--- src/rtl/updi_tx_serializer.sv ---
// UPDI transmit serialiser: bytes in over valid/ready, UART 8E1/8E2 frames out.
// Optionally prefixes each packet with the 0x55 SYNC character.
module updi_tx_serializer #(
    parameter int CLK_DIV   = 16,
    parameter int STOP_BITS = 2,
    parameter bit SEND_SYNC = 1'b1
) (
    input  logic        i_clk,
    input  logic        i_resetn,
    input  logic        i_valid,
    output logic        o_ready,
    input  logic [7:0]  i_data,
    input  logic        i_last,
    output logic        o_tx,
    output logic        o_tx_en,
    output logic        o_busy,
    output logic        o_frame_done,
    output logic [15:0] o_byte_cnt
);

    typedef enum logic [2:0] {
        IDLE,
        START,
        DATA,
        PARITY,
        STOP
    } state_t;

    localparam logic [15:0] DIV_M1  = 16'(CLK_DIV - 1);
    localparam logic [2:0]  STOP_M1 = 3'(STOP_BITS - 1);

    state_t      state;
    logic [7:0]  shift;
    logic        par;
    logic        last_q;
    logic        in_pkt;
    logic [15:0] div_cnt;
    logic [2:0]  bit_cnt;
    logic        bit_end;

    assign bit_end = (div_cnt == 16'd0);
    assign o_busy  = (state != IDLE) || in_pkt;
    assign o_ready = i_resetn && (state == IDLE)
                   && (in_pkt || !SEND_SYNC);

    always_ff @(posedge i_clk or negedge i_resetn) begin
        if (!i_resetn) begin
            state        <= IDLE;
            shift        <= 8'd0;
            par          <= 1'b0;
            last_q       <= 1'b0;
            in_pkt       <= 1'b0;
            div_cnt      <= 16'd0;
            bit_cnt      <= 3'd0;
            o_tx         <= 1'b1;
            o_tx_en      <= 1'b0;
            o_frame_done <= 1'b0;
            o_byte_cnt   <= 16'd0;
        end else begin
            o_frame_done <= 1'b0;
            if (state != IDLE)
                div_cnt <= bit_end ? DIV_M1 : div_cnt - 16'd1;
            unique case (state)
                IDLE: begin
                    if (i_valid && !in_pkt && SEND_SYNC) begin
                        shift      <= 8'h55;
                        par        <= 1'b0;
                        last_q     <= 1'b0;
                        in_pkt     <= 1'b1;
                        o_byte_cnt <= 16'd0;
                        div_cnt    <= DIV_M1;
                        o_tx       <= 1'b0;
                        o_tx_en    <= 1'b1;
                        state      <= START;
                    end else if (i_valid && o_ready) begin
                        shift   <= i_data;
                        par     <= ^i_data;
                        last_q  <= i_last;
                        in_pkt  <= 1'b1;
                        div_cnt <= DIV_M1;
                        o_tx    <= 1'b0;
                        o_tx_en <= 1'b1;
                        state   <= START;
                        if (!in_pkt)
                            o_byte_cnt <= 16'd1;
                        else if (o_byte_cnt != 16'hFFFF)
                            o_byte_cnt <= o_byte_cnt + 16'd1;
                    end
                end
                START: begin
                    if (bit_end) begin
                        o_tx    <= shift[0];
                        shift   <= shift >> 1;
                        bit_cnt <= 3'd7;
                        state   <= DATA;
                    end
                end
                DATA: begin
                    if (bit_end) begin
                        if (bit_cnt != 3'd0) begin
                            o_tx    <= shift[0];
                            shift   <= shift >> 1;
                            bit_cnt <= bit_cnt - 3'd1;
                        end else begin
                            o_tx  <= par;
                            state <= PARITY;
                        end
                    end
                end
                PARITY: begin
                    if (bit_end) begin
                        o_tx    <= 1'b1;
                        bit_cnt <= STOP_M1;
                        state   <= STOP;
                    end
                end
                STOP: begin
                    if (bit_end) begin
                        if (bit_cnt != 3'd0) begin
                            bit_cnt <= bit_cnt - 3'd1;
                        end else begin
                            o_tx_en <= 1'b0;
                            state   <= IDLE;
                            // packet closes only on a payload byte flagged last
                            if (last_q) begin
                                o_frame_done <= 1'b1;
                                in_pkt       <= 1'b0;
                            end
                        end
                    end
                end
                default: state <= IDLE;
            endcase
        end
    end

endmodule
--- config.mk ---
export PLATFORM = sky130hd
export DESIGN_NAME = updi_tx_serializer
export DESIGN_NICKNAME = d
export VERILOG_FILES = /design/src/rtl/updi_tx_serializer.sv
export SDC_FILE = /design/constraint.sdc
export NUM_CORES = 1
export LEC_CHECK = 0
export CORE_MARGIN = 4
export CORE_UTILIZATION = 56
export CTS_CLUSTER_SIZE = 8
export DETAILED_ROUTE_END_ITERATION = 8
export PLACE_DENSITY = 0.79
export SKIP_CTS_REPAIR_TIMING = 1
export SLEW_MARGIN = 40
export SYNTH_ARGS = -nofsm -noshare
export SYNTH_HDL_FRONTEND = slang
export SYNTH_SLANG_ARGS = --single-unit
--- constraint.sdc ---
create_clock -name i_clk -period 2.3 [get_ports i_clk]
set_clock_uncertainty 0.1 [all_clocks]
set_input_delay 0.23 -clock i_clk [delete_from_list [all_inputs] [get_ports i_clk]]
set_output_delay 0.23 -clock i_clk [all_outputs]
set_load 0.02 [all_outputs]
==> flow_metrics.py, run 1 <==
metrics = {
    "place": {
        "dpl.hpwl_um": 4738,
        "dpl_cell_area_mm2": 0.003497,
        "gp_routability_congestion": 0.9250,
        "preCtsSetupSlack_ns": -0.02185,
        "port-buffer-count": 32,
    },
    "floorplan": {
        "fp.coreArea_mm2": 0.005205,
        "rows": 26,
        "initial_core_util_pct": 58.82,
        "io_pins": 33,
        "die_height_um": 81.94,
        "die-width_um": 81.94,
        "die_area_mm2": 0.006714,
    },
    "layout": {
        "layout-area-overhead-vs-synth_pct": 19.45,
        "fillCellCount": 416,
        "diodes_inserted": 0,
        "design_area_mm2": 0.003657,
        "final_nets": 382,
        "layout-drive-gt1-share_pct": 15.26,
        "fin_util_pct": 70.26,
    },
    "worst_setup_path": {
        "critPathSlowestCell": "dfrtp_1",
        "worst_ep_required_time_ns": 2.39,
        "logic_depth_of_the_worst_path_buffers_included": 7,
        "crit_fanout": 8,
        "crit_arrival_ns": 2.31,
        "r2r-end": "shift[0]",
        "worstSetupEndpointType": "flip-flop",
        "critical_path_buf_inv_count": 1,
        "critical_path.cell_chain": "inv_2, ha_4, nor4b_4, nand4_4, a2111oi_4, a41oi_4, mux2_4",
        "cp-endpoint": "shift[0]",
        "ff2ff_setup_slack_ns": 0.08,
        "delay_of_the_slowest_cell_on_the_worst_path_ns": 0.42,
        "worstReg2RegStart": "div_cnt[0]",
        "timing.critical_path.max_delay_family": "compound AO/OA/AOI/OAI gates",
        "reg2regPathDepth": 7,
        "critical_path.startpoint": "div_cnt[0]",
        "worstSetupPathType": "reg -> reg",
        "worst_setup_path_start_kind": "flip-flop",
    },
    "global_route": {
        "grt_use_total_pct": 21.67,
        "antenna_found_initial": 0,
        "globalRouteOverflowTotal": 0,
        "largest_net_degree_at_the_start_of_global_routing": 53,
        "grt_pass1_vias": 2430,
        "grt_first_pass_wirelength_um": 11210,
    },
    "sta": {
        "post-route-worst-setup-slack_ns": 0.08298,
        "fmaxAchievable_mhz": 451.1,
        "finalWorstPathRequiredPeriod_ns": 2.217,
        "final_max_slew_viol_count": 0,
        "worst_slew_pin_slew_ns": 0.7010,
        "finalSetupViolCount": 0,
        "hold_viol_final": 0,
        "min_period_over_period_pct": 96.39,
        "setup_tns_ns": 0,
        "max_slew_margin_pct": 52.91,
    },
    "yosys": {
        "synth_fp_nets": 340,
        "netlist_instances": 324,
        "synthArstFlopShare_pct": 100.0,
        "synth_sequential_area_ratio_pct": 42.54,
        "netlist-cell-type-count": 54,
        "synth-edff-count": 0,
        "synth.yosys.warnings": 0,
        "synth_seq_cells": 52,
        "syn-cell-area_mm2": 0.003062,
        "post_synth.cell_area_avg_um2": 9.450,
        "synth_flop_cell": "dfrtp_1",
    },
    "cts": {
        "clkLatencyLatePin_ns": 0.31,
        "number_of_levels_the_h_tree_was_split_into": 2,
        "tritoncts": "yes",
        "cts_made_buffers": 5,
        "clk_buf_depth": 2,
        "clock_root_buffer": "clkbuf_8",
        "numClockSinks": 52,
        "clk_pin_slew_ns": 0.09,
    },
    "power": {
        "cellLeakagePower_nw": 1.536,
        "ir_worst_vdd_v": 0.0005747,
        "power.density_mw_per_mm2": 956.4,
    },
    "drt": {
        "drt_pass1_iterations": 4,
        "ant_nets": 0,
        "detail_route.wl_per_cell_um": 14.92,
        "drc_errors": 0,
        "dr_total_vias": 2522,
        "vias_cell": 5.771,
        "drt-initial-drc-count": 214,
        "wirelength_um": 6520,
    },
    "outcome": {
        "run_status": "finished clean",
    },
    "min_path": {
        "class_of_the_tightest_hold_or_removal_check": "in -> async",
    },
    "job": {
        "timing.max_cap.violations": 0,
    },
}
## cells in the mapped netlist (2+ instances only)
library cell  instances  area share [%]
dfrtp_1              51              42
nor2_1               44             5.4
nand2_1              37             4.5
o21ai_0              20             3.3
a21oi_1              15             2.5
nand3_1              15             2.5
xnor2_1              14             4.0
xor2_1               14             4.0
mux2_4                8             3.9
buf_2                 7             1.1
clkbuf_1              7            0.86
inv_1                 7            0.86
nor3_1                7             1.1
and3_1                5             1.0
ha_1                  4             1.6
mux2_2                4             1.5
nor2b_1               4            0.82
or3_1                 4            0.82
a22o_1                3            0.86
and4_1                3            0.86
nand3b_1              3            0.74
nand4_1               3            0.61
nand4b_1              3            0.86
o22ai_1               3            0.61
a31oi_1               2            0.41
and2_1                2            0.41
mux2i_1               2            0.65
nand2b_1              2            0.41
nor3b_1               2            0.49
nor4_4                2             1.4
nor4b_1               2            0.57
o22a_1                2            0.57
o31ai_1               2            0.49
## per-layer routing
layer	part of all wire, %	global-route usage (%)
met3	4.6	3.509
met4	1.8	7.807
met2	49	35.14
met5	0	0
met1	45	29.27
## state kept, by name, summed over array words and instances, names as in the netlist
signal,count
bit_cnt,3
div_cnt,16
in_pkt,1
last_q,1
o_byte_cnt,16
o_frame_done,1
o_tx,1
o_tx_en,1
par,1
shift,8
state,3
## cell usage in the layout (no fill, tap or decap), types with 4 or more instances in the layout
cell type        count
dfrtp_1             51
nor2_1              44
nand2_1             37
clkdlybuf4s50_1     31
o21ai_0             20
buf_4               18
nand3_1             15
a21oi_1             15
xor2_1              14
xnor2_1             14
mux2_4               8
nor3_1               7
clkbuf_8             6
inv_1                5
and3_1               5
nor2b_1              4
or3_1                4
mux2_2               4
## logic make-up (layout without fill, tap and decap cells)
family	count (synthesis)	in the layout	synth area share [%]
compound gates	59	59	13.28
xor+xnor	28	28	8.010
flops	52	52	42.54
fa+ha+maj	4	4	1.635
buf+inv	22	65	2.983
simple gates	145	145	25.50
mux	14	14	6.048
## stage by stage
step,hold slack [ns],power (mW),std cells
after floorplan,-0.1656,2.532,324
after global placement,0.3675,2.852,424
after detailed placement,0.3721,2.910,424
after CTS,0.03679,3.456,432
after global routing,0.06759,3.775,437
final,0.008554,3.498,437
## power breakdown
part	leakage [nW]	switching (mW)	total (mW)	internal, mW
Sequential	0.657	0.292	1.49	1.20
Clock	0.0445	0.300	0.545	0.245
Combinational	0.835	0.772	1.46	0.690
## cell type report
type                       count  area [µm²]  share of cell area (%)
inverter                       7       26.28                  0.7184
multi-input combinational    250        1697                   46.39
clock buffer                   7       86.33                   2.361
timing repair buffer          50       450.4                   12.32
tap                           70       87.58                   2.395
sequential                    52        1303                   35.61
clock inverter                 1       7.507                  0.2053
## worst min path at each step
stage / start / to
4_1_cts: i_resetn / div_cnt[0]
3_3_place_gp: i_resetn / shift[2]
5_1_grt: i_resetn / o_tx_en
6_report: i_resetn / shift[2]
3_5_place_dp: i_resetn / shift[1]
2_1_floorplan: i_resetn / bit_cnt[0]
(Power assumes the default switching activity.)
==> inputs of run 2 (changes only) <==
--- a/config.mk
+++ b/config.mk
@@ -6,10 +6,8 @@
 export NUM_CORES = 1
 export LEC_CHECK = 0
 export CORE_MARGIN = 4
-export CORE_UTILIZATION = 56
-export CTS_CLUSTER_SIZE = 8
+export CORE_UTILIZATION = 40
 export DETAILED_ROUTE_END_ITERATION = 8
-export PLACE_DENSITY = 0.79
 export SKIP_CTS_REPAIR_TIMING = 1
 export SLEW_MARGIN = 40
 export SYNTH_ARGS = -nofsm -noshare
==> flow_metrics.py, run 2 (same netlist as run 1, synthesis figures left out) <==
metrics = {
    "outcome": {
        "run_status": "complete, but fails checks",
        "failing_checks": "hold timing",
    },
    "layout": {
        "layout-drive-gt1-share_pct": 13.42,
        "post_layout_nonfiller_instances": 464,
        "final_common_cell": "dfrtp_1",
        "diodes_inserted": 0,
        "fillCellCount": 705,
        "final_nets": 380,
        "reg.largest.list": "div_cnt (16), o_byte_cnt (16), shift (8)",
        "layout.cells.most_common_list": "dfrtp_1, nor2_1, nand2_1",
        "layout-area-overhead-vs-synth_pct": 19.53,
        "design_area_mm2": 0.003660,
    },
    "drt": {
        "wirelength_um": 6543,
        "detail_route.wl_per_cell_um": 14.10,
        "dr_total_vias": 2438,
        "ant_nets": 0,
        "drt-initial-drc-count": 105,
        "drt_pass1_iterations": 4,
        "vias_cell": 5.254,
        "drc_errors": 0,
    },
    "power": {
        "ir_worst_vdd_v": 0.0004481,
        "cellLeakagePower_nw": 1.551,
        "power.density_mw_per_mm2": 937.6,
    },
    "worst_setup_path": {
        "worstSetupPathType": "reg -> reg",
        "critical_path.startpoint": "div_cnt[0]",
        "r2r-end": "shift[7]",
        "ff2ff_setup_slack_ns": 0.1,
        "crit_fanout": 8,
        "worstReg2RegStart": "div_cnt[0]",
        "worst_setup_path_start_kind": "flip-flop",
        "worstSetupEndpointType": "flip-flop",
        "cp-endpoint": "shift[7]",
        "crit_arrival_ns": 2.29,
        "reg2regPathDepth": 7,
        "worst_ep_required_time_ns": 2.39,
    },
    "cts": {
        "clk_pin_slew_ns": 0.09,
        "clk_buf_depth": 2,
        "number_of_levels_the_h_tree_was_split_into": 2,
        "clock_root_buffer": "clkbuf_8",
        "cts_made_buffers": 5,
        "tritoncts": "yes",
        "numClockSinks": 52,
        "clkLatencyLatePin_ns": 0.30,
    },
    "sta": {
        "hold_viol_final": 25,
        "max_slew_margin_pct": 45.11,
        "finalWorstPathRequiredPeriod_ns": 2.204,
        "finalSetupViolCount": 0,
        "hold_ws_ns": -0.01715,
        "fmaxAchievable_mhz": 453.8,
        "final_max_slew_viol_count": 0,
        "worst_slew_pin_slew_ns": 0.8171,
        "min_period_over_period_pct": 95.81,
    },
    "floorplan": {
        "die_area_mm2": 0.009118,
        "fp.coreArea_mm2": 0.007331,
        "die_height_um": 95.49,
        "rows": 31,
        "io_pins": 33,
        "die-width_um": 95.49,
        "initial_core_util_pct": 41.76,
    },
    "min_path": {
        "class_of_the_tightest_hold_or_removal_check": "in -> async",
    },
    "place": {
        "dpl_cell_area_mm2": 0.003533,
        "gp_routability_congestion": 0.7925,
        "dpl.hpwl_um": 4711,
        "placed_instances": 453,
        "port-buffer-count": 32,
    },
    "global_route": {
        "antenna_found_initial": 0,
        "grt_use_total_pct": 15.52,
        "grt_first_pass_wirelength_um": 11320,
        "globalRouteOverflowTotal": 0,
        "largest_net_degree_at_the_start_of_global_routing": 53,
        "grt_pass1_vias": 2317,
    },
    "job": {
        "timing.max_cap.violations": 0,
    },
}
-- run 2: cell types whose count changed in the layout (fill, tap and decap cells not counted), sizes merged --
cell | previous run | this run
dlymetal6s2s | 0 | 1
clkinvlp | 1 | 0
buf | 19 | 17
clkdlybuf4s50 | 31 | 30
clkbuf | 7 | 8
-- run 2: layer usage --
layer | up-vias | wire length (µm) | track usage (%)
met1 | 1164 | 3218 | 21.97
met5 | - | 0 | 0
li1 | 1217 | - | -
met4 | 0 | 77 | 5.095
met2 | 51 | 2974 | 23.97
met3 | 6 | 273 | 2.841
-- run 2: worst max-delay path: stages, from the launching register on --
cell and delay [ns]:
dfrtp_1 0.41, inv_2 0.07, ha_1 0.17, nor4b_4 0.28
nand4_4 0.18, a2111oi_4 0.38, a41oi_4 0.14, mux2_4 0.37
-- run 2: stage by stage --
stage	hold slack [ns]	setup WS (ns)	total power, mW	setup TNS [ns]	util, %
final	-0.01715	0.09634	3.431	0	49.92
after global routing	0.04816	-0.02416	3.741	-0.1212	49.92
after CTS	0.02304	-0.004682	3.464	-0.008086	49.43
after detailed placement	0.3526	0.008376	2.917	0	48.20
after global placement	0.3669	0.06202	2.881	0	48.20
after floorplan	-0.1656	0.1171	2.532	0	-
-- run 2: how the worst min path moves through the flow --
stage,cells after the start,to,from
2_1_floorplan,0,bit_cnt[0],i_resetn
3_3_place_gp,2,div_cnt[5],i_resetn
3_5_place_dp,2,div_cnt[4],i_resetn
4_1_cts,2,div_cnt[12],i_resetn
5_1_grt,2,div_cnt[5],i_resetn
6_report,2,div_cnt[4],i_resetn
-- run 2: report_power, final --
part           internal (mW)  switching, mW
Clock                  0.246          0.282
Sequential              1.20          0.285
Combinational          0.669          0.750
-- run 2: cell type report --
class	count	area, µm²	area share, %
Inverter	7	26.28	0.7179
Multi-Input combinational cell	250	1679	45.88
Sequential cell	52	1303	35.59
Clock buffer	8	90.09	2.462
Timing Repair Buffer	48	437.9	11.97
Tap cell	99	123.9	3.385
==> inputs of run 3 (changes only) <==
--- a/config.mk
+++ b/config.mk
@@ -8,6 +8,7 @@
 export CORE_MARGIN = 4
 export CORE_UTILIZATION = 40
 export DETAILED_ROUTE_END_ITERATION = 8
+export REMOVE_ABC_BUFFERS = 1
 export SKIP_CTS_REPAIR_TIMING = 1
 export SLEW_MARGIN = 40
 export SYNTH_ARGS = -nofsm -noshare
==> flow_metrics.py, run 3 (same netlist as run 1, synthesis figures left out) <==
metrics = {
    "cts": {
        "number_of_levels_the_h_tree_was_split_into": 2,
        "cts_made_buffers": 5,
        "tritoncts": "yes",
        "clk_buf_depth": 2,
        "numClockSinks": 52,
        "clkLatencyLatePin_ns": 0.30,
        "clk_pin_slew_ns": 0.10,
        "clock_root_buffer": "clkbuf_8",
    },
    "sta": {
        "final_max_slew_viol_count": 0,
        "fmaxAchievable_mhz": 454.5,
        "max_slew_margin_pct": 52.85,
        "finalSetupViolCount": 0,
        "worst_slew_pin_slew_ns": 0.7018,
        "min_period_over_period_pct": 95.66,
        "finalWorstPathRequiredPeriod_ns": 2.200,
        "hold_viol_final": 48,
        "hold_ws_ns": -0.03403,
        "post-route-worst-setup-slack_ns": 0.09986,
        "grt_setup_unrepaired": "no",
    },
    "drt": {
        "vias_cell": 5.208,
        "drt-initial-drc-count": 91,
        "wirelength_um": 6590,
        "drt_pass1_iterations": 6,
        "drc_errors": 0,
        "ant_nets": 0,
        "dr_total_vias": 2432,
        "detail_route.wl_per_cell_um": 14.11,
    },
    "global_route": {
        "grt_first_pass_wirelength_um": 11140,
        "grt_pass1_vias": 2339,
        "grt_use_total_pct": 15.36,
        "antenna_found_initial": 0,
        "globalRouteOverflowTotal": 0,
        "largest_net_degree_at_the_start_of_global_routing": 53,
    },
    "worst_setup_path": {
        "critPathSlowestCell": "clkdlybuf4s50_1",
        "worst_ep_required_time_ns": 1.97,
        "worstSetupEndpointType": "output pin",
        "critical_path.cell_chain": "nor3_4, and3_1, clkdlybuf4s50_1",
        "ff2ff_setup_slack_ns": 0.11,
        "critical_path_buf_inv_count": 1,
        "worstSetupPathType": "reg -> out",
        "worst_setup_path_start_kind": "flip-flop",
        "crit_arrival_ns": 1.87,
        "delay_of_the_slowest_cell_on_the_worst_path_ns": 0.60,
        "crit_fanout": 8,
        "timing.critical_path.max_delay_family": "buffers and inverters",
    },
    "power": {
        "switchingPower_mw": 1.353,
        "report.power.total_mw": 3.586,
        "cellLeakagePower_nw": 1.552,
        "p_sw_share_pct": 37.72,
        "ir_worst_vdd_v": 0.0004082,
        "power.density_mw_per_mm2": 967.1,
        "comb_power_share_pct": 41.3,
        "cell_internal_pwr_mw": 2.234,
        "share_seq_of_total_power_pct": 41.3,
        "power.clock.fraction_pct": 17.4,
    },
    "layout": {
        "final_common_cell": "dfrtp_1",
        "layout.area.seq_mm2": 0.001303,
        "diodes_inserted": 0,
        "fillCellCount": 704,
        "design_area_mm2": 0.003709,
        "layout-area-overhead-vs-synth_pct": 21.13,
        "multi_input_gate_area_mm2": 0.001687,
        "layout.cells.most_common_list": "dfrtp_1, nor2_1, nand2_1",
        "final_nets": 383,
        "reg.largest.list": "div_cnt (16), o_byte_cnt (16), shift (8)",
        "layout-drive-gt1-share_pct": 15.49,
    },
    "floorplan": {
        "rows": 31,
        "die-width_um": 95.49,
        "initial_core_util_pct": 41.76,
        "die_height_um": 95.49,
        "die_area_mm2": 0.009118,
        "io_pins": 33,
        "fp.coreArea_mm2": 0.007331,
    },
    "place": {
        "dpl_cell_area_mm2": 0.003556,
        "port-buffer-count": 32,
        "gp_routability_congestion": 0.8148,
        "preCtsSetupSlack_ns": 0.03913,
        "dpl.hpwl_um": 4688,
    },
    "min_path": {
        "class_of_the_tightest_hold_or_removal_check": "in -> async",
    },
    "outcome": {
        "failing_checks": "hold timing",
        "run_status": "complete, but fails checks",
    },
    "job": {
        "timing.max_cap.violations": 0,
    },
}
==> run 3: area by class of cell <==
cell class | instances | share of cell area, %
multi-input combinational | 250 | 45.48
sequential | 52 | 35.12
timing repair buffer | 51 | 12.35
tap | 99 | 3.340
clock buffer | 5 | 1.856
clock inverter | 3 | 1.147
inverter | 7 | 0.7085
==> run 3: through the flow <==
step	utilization (%)	TNS (ns)	instances
detailed placement	48.51	0	456
CTS	50.03	-0.003648	464
global route	50.59	0	467
global placement	48.51	0	456
floorplan	-	0	309
finish	50.59	0	467
==> run 3: power by group through the flow <==
stage / sequential, mW / clock [mW] / combinational, mW
floorplan: 1.52 / 0 / 0.971
global placement: 1.49 / 0 / 1.41
detailed placement: 1.49 / 0 / 1.43
CTS: 1.48 / 0.654 / 1.43
global route: 1.53 / 0.687 / 1.67
finish: 1.48 / 0.623 / 1.48
==> run 3: worst paths after layout <==
path / startpoint / endpoint / depth (start not counted)
max: state[2] / o_ready / 3
min: i_resetn / div_cnt[3] / 2
max reg2reg: o_byte_cnt[0] / o_byte_cnt[5] / 6
min reg2reg: par / par / 2
max in group asynchronous: i_resetn / bit_cnt[2] / 2
min in group i_clk: i_last / last_q / 3
==> run 3: per-layer routing <==
layer / GRT usage (%) / vias up / part of all wire [%]
met2: 23.73 / 45 / 46
met5: 0 / - / 0
met4: 3.199 / 0 / 0.74
met1: 22.14 / 1161 / 50
li1: - / 1222 / -
met3: 3.394 / 4 / 3.5
